===== src/rtl/rr_mux_arbiter.sv =====
// rtl/rr_mux_arbiter.sv - N-channel registered mux with round-robin or fixed-select arbitration
module rr_mux_arbiter #(
  parameter int WIDTH    = 2,
  parameter int CHANNELS = 4,
  localparam int SEL_W   = $clog2(CHANNELS)
) (
  input  logic                      clk,
  input  logic                      rst_n,
  input  logic [CHANNELS*WIDTH-1:0] in_data,
  input  logic [CHANNELS-1:0]       in_valid,
  output logic [CHANNELS-1:0]       in_ready,
  input  logic                      sel_mode,
  input  logic [SEL_W-1:0]          sel,
  output logic [WIDTH-1:0]          out_data,
  output logic [SEL_W-1:0]          out_chan,
  output logic                      out_valid,
  input  logic                      out_ready
);

  logic [SEL_W-1:0]    ptr_q, ptr_d;
  logic [WIDTH-1:0]    out_data_q, out_data_d;
  logic [SEL_W-1:0]    out_chan_q, out_chan_d;
  logic                out_valid_q, out_valid_d;

  logic                load;
  logic                grant_valid;
  logic [SEL_W-1:0]    grant;
  logic [WIDTH-1:0]    grant_data;
  logic [CHANNELS-1:0] vrot;
  int                  sum;

  assign load = !out_valid_q || out_ready;

  // Rotate valids so bit 0 is the channel at ptr; the first set bit is the winner.
  always_comb begin
    vrot        = CHANNELS'({in_valid, in_valid} >> ptr_q);
    grant_valid = 1'b0;
    grant       = '0;
    sum         = 0;
    if (!sel_mode) begin
      for (int j = 0; j < CHANNELS; j++) begin
        if (!grant_valid && vrot[j]) begin
          grant_valid = 1'b1;
          sum         = int'(ptr_q) + j;
          if (sum >= CHANNELS) sum = sum - CHANNELS;
          grant       = SEL_W'(sum);
        end
      end
    end else begin
      // An out-of-range sel matches no channel, so nothing is granted.
      for (int k = 0; k < CHANNELS; k++) begin
        if (sel == SEL_W'(k) && in_valid[k]) begin
          grant_valid = 1'b1;
          grant       = sel;
        end
      end
    end
  end

  always_comb begin
    grant_data = '0;
    in_ready   = '0;
    for (int k = 0; k < CHANNELS; k++) begin
      if (grant == SEL_W'(k)) begin
        grant_data  = in_data[k*WIDTH +: WIDTH];
        in_ready[k] = rst_n && load && grant_valid;
      end
    end
  end

  always_comb begin
    ptr_d       = ptr_q;
    out_data_d  = out_data_q;
    out_chan_d  = out_chan_q;
    out_valid_d = out_valid_q;
    if (load && grant_valid) begin
      out_data_d  = grant_data;
      out_chan_d  = grant;
      out_valid_d = 1'b1;
      if (!sel_mode) begin
        ptr_d = (grant == SEL_W'(CHANNELS - 1)) ? '0 : grant + 1'b1;
      end
    end else if (out_ready) begin
      out_valid_d = 1'b0;
    end
  end

  always_ff @(posedge clk) begin
    if (!rst_n) begin
      ptr_q       <= '0;
      out_data_q  <= '0;
      out_chan_q  <= '0;
      out_valid_q <= 1'b0;
    end else begin
      ptr_q       <= ptr_d;
      out_data_q  <= out_data_d;
      out_chan_q  <= out_chan_d;
      out_valid_q <= out_valid_d;
    end
  end

  assign out_data  = out_data_q;
  assign out_chan  = out_chan_q;
  assign out_valid = out_valid_q;

endmodule


===== config.mk =====
export PLATFORM = sky130hd
export DESIGN_NAME = rr_mux_arbiter
export DESIGN_NICKNAME = d
export VERILOG_FILES = /design/src/rtl/rr_mux_arbiter.sv
export SDC_FILE = /design/constraint.sdc
export NUM_CORES = 1
export LEC_CHECK = 0
export CAP_MARGIN = 0
export CORE_MARGIN = 4
export CORE_UTILIZATION = 42
export CTS_BUF_LIST = sky130_fd_sc_hd__clkbuf_16
export DETAILED_ROUTE_END_ITERATION = 6
export PLACE_DENSITY = 0.78
export SYNTH_ARGS = -nofsm -noshare
export SYNTH_HDL_FRONTEND = slang
export SYNTH_SLANG_ARGS = --single-unit

===== constraint.sdc =====
create_clock -name clk -period 3.2 [get_ports clk]
set_clock_uncertainty 0.15 [all_clocks]
set_input_delay 0.64 -clock clk [delete_from_list [all_inputs] [get_ports clk]]
set_output_delay 0.64 -clock clk [all_outputs]
set_load 0.005 [all_outputs]

Yosys cells after proc, flatten, opt, wreduce, memory -nomap -nowiden
Index checks and enable logic that the tools add are counted.
{ "totals": {"input_bits": 18, "ff_bits": 7, "wordCells": 79} }
{ "classes": {"n_bitwise": 1, "n_shift": 1, "eq_ne": 6, "order_cmp": 4, "reduce_logical": 19, "addsub": 8, "n_mux": 36} }
{ "op_table": {"columns": ["op", "n"], "rows": [
  ["$mux W2", 18],
  ["$mux W1", 18],
  ["$logic_and A1 B1 Y1", 10],
  ["$ge A3 B3 Y1 const B", 3],
  ["$eq A2 B2 Y1 const B", 4],
  ["$shr A8 B2 Y4", 1],
  ["$sub A2 B1 Y2 const B", 4],
  ["$add A2 B2 Y3 const B", 2],
  ["$eq A2 B1 Y1 const B", 2],
  ["$logic_not A1 Y1", 4],
  ["$logic_not A2 Y1", 2],
  ["$add A2 B1 Y3 const B", 1],
  ["$ge A2 B3 Y1 const B", 1],
  ["$add A2 B1 Y2 const B", 1],
  ["$reduce_and A2 Y1", 1],
  ["$reduce_bool A2 Y1", 1],
  ["$logic_or A1 B1 Y1", 1],
  ["$not A1 Y1", 1]
]} }

Longest topological paths before layout
Gate-level depths: netlist of the first run.
{ "logic_depth": {"word_depth": 20, "mapped_depth": 10} }

Worst setup path after synthesis of the first run
No wires, ideal clock.
{ "synth_path": {"kind": "input -> output", "startpoint": "input port sel_mode", "endpoint": "output port in_ready[3]", "arrival_ns": 2.022, "slack_ns": 0.388, "required_time_ns": 2.410, "path_stages": 7, "path_cell_list": "buf_6 > and2_4 > a32o_2 > nor4_4 > inv_1 > ha_1 > and3_1"} }
{ "synth_via": {"elab_chain_cells": 3, "elab_cells_between_ends": 5, "cone_classes": "1 x eq/ne; 3 x mux; 1 x reduce/logical"} }
{ "synth_rtl": {"columns": ["item", "line", "text"], "rows": [
  ["start, declared", "12", "input logic sel_mode,"],
  ["$mux W2", "40", "if (!sel_mode) begin"],
  ["via grant[1]", "27", "logic [SEL_W-1:0] grant;"],
  ["$eq A2 B2 Y1", "64", "if (grant == SEL_W'(k)) begin"],
  ["$mux W1", "64", null],
  ["end, declared", "11", "output logic [CHANNELS-1:0] in_ready,"]
]} }
The timed path passes the listed nets, and every way through them passes these cells.

Worst setup path in the final report of the first run
{ "layout_path": {"startpoint": "input port sel[1]", "endpoint": "output port in_ready[0]"} }
{ "layout_via": {"elab_chain_cells": 9, "elab_cells_between_ends": 21, "cone_classes": "3 x eq/ne; 11 x mux; 7 x reduce/logical"} }
{ "layout_rtl": {"columns": ["item", "line", "text"], "rows": [
  ["start, declared", "13", "input logic [SEL_W-1:0] sel,"],
  ["$logic_not A2 Y1", "52", "if (sel == SEL_W'(k) && in_valid[k]) begin"],
  ["$logic_and A1 B1 Y1", "52", null],
  ["$mux W2 or $mux W1 (tied branches) (4 in a row)", "52", null],
  ["$mux W2 or $mux W1 (tied branches)", "40", null],
  ["$logic_not A2 Y1 or $logic_and A1 B1 Y1 (tied branches)", "64, 66", null],
  ["$mux W1 (*)", "64", null]
]} }
Mark *: on every way between the ends. The rest lies on a longest branch, timed or not.

==> flow_metrics.py, run 1 <==
metrics = {
    "floorplanning": {
        "start_util_pct": 44.77,
        "die_x_um": 48.07,
        "dieArea_mm2": 0.002311,
        "io_pins": 27,
        "rows": 14,
        "fp.coreArea_mm2": 0.001506,
        "die-height_um": 48.07,
    },
    "clocking": {
        "numClockSinks": 7,
        "cts.clk_slew.worst_paths_ns": 0.03,
        "cts_root_buf": "clkbuf_16",
        "cts_made_buffers": 3,
        "cts_tree": "yes",
        "htree_levels": 1,
        "insertion_delay_ns": 0.23,
        "cts_buffer_depth": 2,
    },
    "cells_and_area": {
        "fillers": 93,
        "stdcell_count": 156,
        "multiInputGateArea_um2": 519.2,
        "fin_nets": 163,
        "seq_area_um2": 140.1,
        "area_delta_synth_final_pct": 84.60,
        "layout-drive-gt1-share_pct": 37.14,
        "insertedDiodeCount": 0,
    },
    "timing": {
        "rsz0062_at_grt": "no",
        "whs_ns": 0.3103,
        "hold_violations": 0,
        "fmax_mhz": 320.0,
        "slew-limit-headroom_pct": 71.94,
        "drv_slew": 0,
        "fin_crit_sh_pct": 97.67,
        "finalSetupViolations": 0,
        "period_needed_ns": 3.125,
        "tightest_slew_ns": 0.4201,
    },
    "worst_setup_path": {
        "slowest_delay_ns": 0.32,
        "cp.depth": 8,
        "path_cells": "dlygate4sd2_1 > buf_4 > a32o_2 > nor4_4 > buf_4 > ha_2 > and3_1 > clkdlybuf4s15_1",
        "ff2ff_path_depth": 12,
        "crit_family": "buffers and inverters",
        "arrival_ns": 2.34,
        "crit_end": "in_ready[0]",
        "crit_path_end_kind": "output port",
        "reg2reg_slack_ns": 0.54,
        "crit_top_cell": "buf_4",
        "cp-start-kind": "primary input",
        "crit_start": "sel[1]",
        "crit_type": "primary input to output port",
        "r2r-end": "out_data[0]$_SDFFE_PN0P_",
        "crit_required_ns": 2.41,
        "crit_buf_inv": 4,
        "r2r_start": "ptr_q[1]$_SDFFE_PN0P_",
        "crit_slowest_cell": "nor4_4",
        "cp_max_fo": 3,
    },
    "routing": {
        "initialDrtViolationCount": 8,
        "ant_nets": 0,
        "vias_per_cell": 5.269,
        "num_vias": 822,
        "wl_mm": 2.246,
        "avgRoutedWirePerCell_um": 14.40,
        "drc": 0,
        "first_pass_iters": 4,
    },
    "synth": {
        "synth_fp_nets": 104,
        "synthDistinctLibCells": 32,
        "synth_warnings": 0,
        "seq_area_frac_synth_pct": 20.78,
        "ys_ff_latch": 7,
        "syn-cell-area_um2": 674.4,
        "syn_avg_cell_area_um2": 8.224,
        "syn_inst": 82,
    },
    "power": {
        "worst_ir_drop_vdd_uv": 450.0,
        "switching_share_pct": 25.93,
        "power_leakage_nw": 0.5830,
        "p_seq_share_pct": 20.8,
        "power_frac_clock_pct": 40.3,
        "p_per_area_mw_per_mm2": 409.7,
        "p_comb_share_pct": 38.9,
        "netSwitchingPower_mw": 0.1323,
        "power.internal_mw": 0.3778,
    },
    "placement": {
        "dpl.hpwl_mm": 1.545,
        "placed_cells": 145,
        "numPortBuffers": 26,
        "globalplace.congestion": 0.8557,
    },
    "grt": {
        "grt-ovfl-total": 0,
        "grtUsageTotal_pct": 21.33,
        "grt_first_pass_wirelength_mm": 3.332,
        "grt_pass1_vias": 772,
        "grt_max_degree": 10,
        "antenna_found_initial": 0,
    },
    "run": {
        "max-cap-violations": 0,
    },
    "min_path": {
        "hp-class": "flop to flop",
    },
    "run_status": {
        "status": "finished, final reports clean",
    },
}
## per-stage QoR
step | power [mW] | TNS, ns | util [%] | instance area (µm²) | worst slack (ns)
6_report | 0.5101 | 0 | 82.64 | 1245 | 0.07459
5_1_grt | 0.5371 | 0 | 82.64 | 1245 | 0.0003584
4_1_cts | 0.5021 | 0 | 81.98 | 1235 | 0.02851
3_5_place_dp | 0.2796 | -2.278 | 73.09 | 1101 | -0.4968
3_3_place_gp | 0.2753 | -1.862 | 73.09 | 1101 | -0.4095
2_1_floorplan | 0.1853 | 0 | - | 674.4 | 0.3883
## state kept, by name, indices dropped and copies added, names as in the netlist
signal / cells
out_chan: 2
out_data: 2
ptr_q: 2
out_valid: 1
## worst register-to-register path, delay by kind of cell, from the launching register on
| kind | cells | cell delay, ns |
|---|---|---|
| AO/OA/AOI/OAI | 3 | 0.68 |
| adder cells (fa/ha/maj) | 1 | 0.17 |
| buffers and inverters | 4 | 0.59 |
| flip-flops | 1 | 0.34 |
| AND/OR/NAND/NOR | 4 | 0.67 |
## worst min path at each step
stage	startpoint	end	slack, ns	cells past startpoint
2_1_floorplan	out_data[1]$_SDFFE_PN0P_	out_data[1]$_SDFFE_PN0P_	0.30	2
3_5_place_dp	out_data[1]$_SDFFE_PN0P_	out_data[1]$_SDFFE_PN0P_	0.31	2
5_1_grt	out_data[1]$_SDFFE_PN0P_	out_data[1]$_SDFFE_PN0P_	0.33	2
4_1_cts	out_data[1]$_SDFFE_PN0P_	out_data[1]$_SDFFE_PN0P_	0.31	2
3_3_place_gp	out_data[1]$_SDFFE_PN0P_	out_data[1]$_SDFFE_PN0P_	0.30	2
6_report	out_data[1]$_SDFFE_PN0P_	out_data[1]$_SDFFE_PN0P_	0.31	2
## placed cells by master, fill, tap and decap left out, drive strengths merged
cell type       n
a2111oi         2
a211oi          4
a21o            1
a21oi           6
a22oi           1
a31oi           1
a32o            1
and2            2
and2b           1
and3            5
buf            32
clkbuf          6
clkdlybuf4s15   3
clkdlybuf4s50  15
dfxtp           7
dlygate4sd2     4
ha              4
inv             6
mux2i           4
nand2           6
nand2b          3
nand3           2
nand3b          1
nor2            5
nor2b           6
nor3            2
nor3b           2
nor4            2
o211a           1
o21ai           4
o32ai           1
## power by group through the flow
| stage | registers (mW) | logic (mW) | clock network [mW] |
|---|---|---|---|
| 2_1_floorplan | 0.107 | 0.0786 | 0 |
| 3_3_place_gp | 0.107 | 0.169 | 0 |
| 3_5_place_dp | 0.107 | 0.173 | 0 |
| 4_1_cts | 0.106 | 0.187 | 0.210 |
| 5_1_grt | 0.107 | 0.215 | 0.215 |
| 6_report | 0.106 | 0.198 | 0.206 |
## cells in the mapped netlist (all sizes together)
cell type,number,area share [%]
a211oi,4,5.2
nand2b,3,2.8
dfxtp,7,21
o21ai,4,3.0
o32ai,1,1.3
nor2,5,2.8
and2b,1,1.1
nor2b,6,5.6
a21o,1,1.1
a31oi,1,0.93
mux2i,4,5.9
nor4,2,4.1
ha,4,7.4
a22oi,1,1.9
nor3,2,2.2
a32o,1,1.7
nand2,6,3.3
inv,5,2.8
and2,2,2.2
nor3b,2,2.2
and3,5,4.6
nand3b,1,1.1
o211a,1,1.5
a21oi,6,4.5
buf,3,5.0
nand3,2,1.5
a2111oi,2,3.5
## per-layer routing
layer / share of wire (%) / GRT usage [%] / vias to the layer above
li1: - / - / 412
met2: 51 / 34.30 / 20
met3: 3.3 / 4.135 / 7
met5: 0 / 0 / -
met1: 44 / 26.16 / 383
met4: 2.3 / 12.37 / 0
## cell type report
| cell class | instances | area share [%] |
|---|---|---|
| well taps | 16 | 1.608 |
| inverters | 5 | 1.508 |
| repair buffers | 57 | 37.59 |
| clock buffers | 3 | 6.030 |
| flip-flops and latches | 7 | 11.26 |
| multi-input cells | 67 | 41.71 |
| clock inverters | 1 | 0.3015 |
## what timing repair did
action / 4_1_cts / 5_1_grt
pin swaps: 3 / 2
setup endpoints to repair: 5 / 5
buffers inserted: 7 / 0
resized for setup: 18 / 14
hold buffers: 0 / 0
## cells by family (layout without fill, tap and decap cells)
| kind of cell | after synthesis | after routing | share of synthesized area (%) |
|---|---|---|---|
| and+or+nand+nor | 37 | 37 | 33.58 |
| DFF | 7 | 7 | 20.78 |
| adders and majority gates | 4 | 4 | 7.421 |
| buffers and inverters | 8 | 66 | 7.792 |
| muxes | 4 | 4 | 5.937 |
| AOI/OAI and AO/OA | 22 | 22 | 24.49 |
Power figures use the tool's default switching activity.
==> run 2: changes to the inputs <==
- CORE_UTILIZATION: 42 -> 38
- PLACE_DENSITY: 0.78 -> 0.75
- clock period: 3.2 -> 2.6 ns (I/O delays scaled with it)
==> run 2 against run 1 <==
The flow now finishes with violations (negative setup slack). First-iteration DRC count rose by 50%. Clock power increased by 24%. Sequential power is 25% higher. Flip-flop and latch count did not move. Non-clock buffer count up 7. Via count increased by 10%. Register-to-register slack got worse by 0.48 ns. Hold slack improved by 0.013 ns. Design area up 15%. Power is 37% higher. Utilization increased by 7.5 points. Count of clock-buffer cells in the layout stayed put. Largest cell class unchanged. Largest power group is now combinational logic. Highest routed layer unchanged.
==> flow_metrics.py, run 2 (synthesized netlist as in run 1, its figures left out) <==
metrics = {
    "floorplanning": {
        "die-height_um": 50.13,
        "start_util_pct": 42.31,
        "dieArea_mm2": 0.002513,
        "io_pins": 27,
        "rows": 14,
        "fp.coreArea_mm2": 0.001594,
        "die_x_um": 50.13,
    },
    "grt": {
        "grt-ovfl-total": 0,
        "grt_max_degree": 7,
        "grt_pass1_vias": 939,
        "antenna_found_initial": 0,
        "grt_first_pass_wirelength_mm": 4.409,
        "grtUsageTotal_pct": 23.05,
    },
    "routing": {
        "first_pass_iters": 4,
        "wl_mm": 3.048,
        "initialDrtViolationCount": 12,
        "ant_nets": 0,
        "num_vias": 906,
        "vias_per_cell": 5.298,
        "drc": 0,
        "avgRoutedWirePerCell_um": 17.82,
    },
    "timing": {
        "rsz0062_at_grt": "yes",
        "finalSetupViolations": 5,
        "drv_slew": 0,
        "fin_crit_sh_pct": 103.3,
        "whs_ns": 0.3233,
        "fin_ws_ns": -0.08624,
        "period_needed_ns": 2.686,
        "hold_violations": 0,
        "tightest_slew_ns": 0.4630,
        "fmax_mhz": 372.3,
        "slew-limit-headroom_pct": 68.90,
    },
    "cells_and_area": {
        "final_area_mm2": 0.001438,
        "layout.cells.most_common": "buf_4",
        "multiInputGateArea_um2": 630.6,
        "seq_area_um2": 141.4,
        "insertedDiodeCount": 0,
        "fin_nets": 170,
        "layout-drive-gt1-share_pct": 55.10,
        "final_cell_mix": "buf_4 (33), clkdlybuf4s50_1 (15), buf_6 (8), buf_2 (7)",
        "area_delta_synth_final_pct": 113.2,
        "fillers": 71,
    },
    "placement": {
        "globalplace.congestion": 0.8099,
        "dpl.hpwl_mm": 1.677,
        "numPortBuffers": 26,
        "dp_slack_ns": -0.8306,
        "placed_area_mm2": 0.001156,
    },
    "worst_setup_path": {
        "ff2ff_path_depth": 11,
        "cp_max_fo": 4,
        "r2r-end": "out_data[0]$_SDFFE_PN0P_",
        "crit_slowest_cell": "nor4_4",
        "crit_family": "simple AND/OR/NAND/NOR gates",
        "crit_path_end_kind": "output port",
        "arrival_ns": 2.02,
        "r2r_start": "ptr_q[1]$_SDFFE_PN0P_",
        "cp.depth": 8,
        "reg2reg_slack_ns": 0.06,
        "crit_start": "sel_mode",
        "crit_type": "primary input to output port",
        "crit_buf_inv": 3,
        "crit_end": "in_ready[1]",
        "cp-start-kind": "primary input",
        "slowest_delay_ns": 0.37,
        "path_cells": "buf_8 > and2_4 > a32o_2 > nor4_4 > buf_4 > ha_4 > and3_4 > buf_6",
        "crit_required_ns": 1.93,
    },
    "clocking": {
        "insertion_delay_ns": 0.23,
        "cts.clk_slew.worst_paths_ns": 0.03,
        "numClockSinks": 7,
        "cts_buffer_depth": 2,
        "htree_levels": 1,
        "cts_root_buf": "clkbuf_16",
        "cts_tree": "yes",
        "cts_made_buffers": 3,
    },
    "power": {
        "netSwitchingPower_mw": 0.2014,
        "power_mw": 0.6989,
        "switching_share_pct": 28.81,
        "p_comb_share_pct": 44.5,
        "p_seq_share_pct": 18.9,
        "worst_ir_drop_vdd_uv": 535.8,
        "p_per_area_mw_per_mm2": 486.1,
        "power_frac_clock_pct": 36.6,
        "power.internal_mw": 0.4975,
        "power_leakage_nw": 0.6437,
    },
    "min_path": {
        "hp-class": "flop to flop",
    },
    "run_status": {
        "violations": "negative setup slack",
        "status": "finished with violations",
    },
    "run": {
        "max-cap-violations": 0,
    },
}
[run 2: changes by cell type in the layout (fill, tap and decap cells not counted), sizes merged]
cell | before | now
buf | 32 | 49
clkdlybuf4s15 | 3 | 0
dlygate4sd2 | 4 | 0
clkbuf | 6 | 3
[run 2: power by group through the flow]
stage	registers [mW]	logic (mW)	clock network [mW]
after floorplan	0.131	0.0967	0
after global placement	0.130	0.217	0
after detailed placement	0.131	0.222	0
after CTS	0.131	0.274	0.256
after global routing	0.134	0.331	0.266
final	0.132	0.311	0.256
[run 2: per-layer routing]
layer	track usage, %	wire [µm]	vias up
li1	-	-	431
met1	27.47	1360	439
met2	41.09	1523	30
met3	3.916	122	6
met4	7.834	42	0
met5	0	0	-
[run 2: area by class of cell]
| cell class | instances | area share (%) |
|---|---|---|
| multi-input cells | 67 | 43.86 |
| repair buffers | 64 | 37.42 |
| flip-flops and latches | 7 | 9.835 |
| clock buffers | 3 | 5.222 |
| well taps | 24 | 2.089 |
| inverters | 5 | 1.305 |
| clock inverters | 1 | 0.2611 |
[run 2: what timing repair did]
action | in CTS | in global routing
pin swaps | 8 | 6
setup endpoints to repair | 6 | 5
gates resized for setup | 79 | 12
setup buffers | 7 | 3
hold buffers | 0 | 0
[run 2: how the worst min path moves through the flow]
stage | start | to | slack, ns | depth (start not counted)
after floorplan | out_data[1]$_SDFFE_PN0P_ | out_data[1]$_SDFFE_PN0P_ | 0.30 | 2
after global placement | out_data[1]$_SDFFE_PN0P_ | out_data[1]$_SDFFE_PN0P_ | 0.29 | 2
after detailed placement | out_data[1]$_SDFFE_PN0P_ | out_data[1]$_SDFFE_PN0P_ | 0.31 | 2
after CTS | out_data[0]$_SDFFE_PN0P_ | out_data[0]$_SDFFE_PN0P_ | 0.32 | 2
after global routing | out_data[1]$_SDFFE_PN0P_ | out_data[1]$_SDFFE_PN0P_ | 0.35 | 2
final | out_data[1]$_SDFFE_PN0P_ | out_data[1]$_SDFFE_PN0P_ | 0.32 | 2
[run 2: stage by stage]
step | instances | TNS [ns] | utilization (%)
2_1_floorplan | 82 | 0 | -
3_3_place_gp | 159 | -4.035 | 72.53
3_5_place_dp | 159 | -4.597 | 72.53
4_1_cts | 169 | 0 | 85.40
5_1_grt | 171 | -0.7360 | 90.19
6_report | 171 | -0.2403 | 90.19
[run 2: worst reg2reg max path, delay by kind of cell, from the launching register on]
kind            cells  cell delay, ns
flops               1            0.32
compound gates      3            0.83
fa+ha+maj           1            0.16
buf+inv             3            0.47
simple gates        4            0.54
==> run 3: changes to the inputs <==
- ABC_AREA: not set -> 0
- RECOVER_POWER: not set -> 25
==> results of run 3 <==
Same layout as run 2: the final DEF is identical, and so are final timing and power.
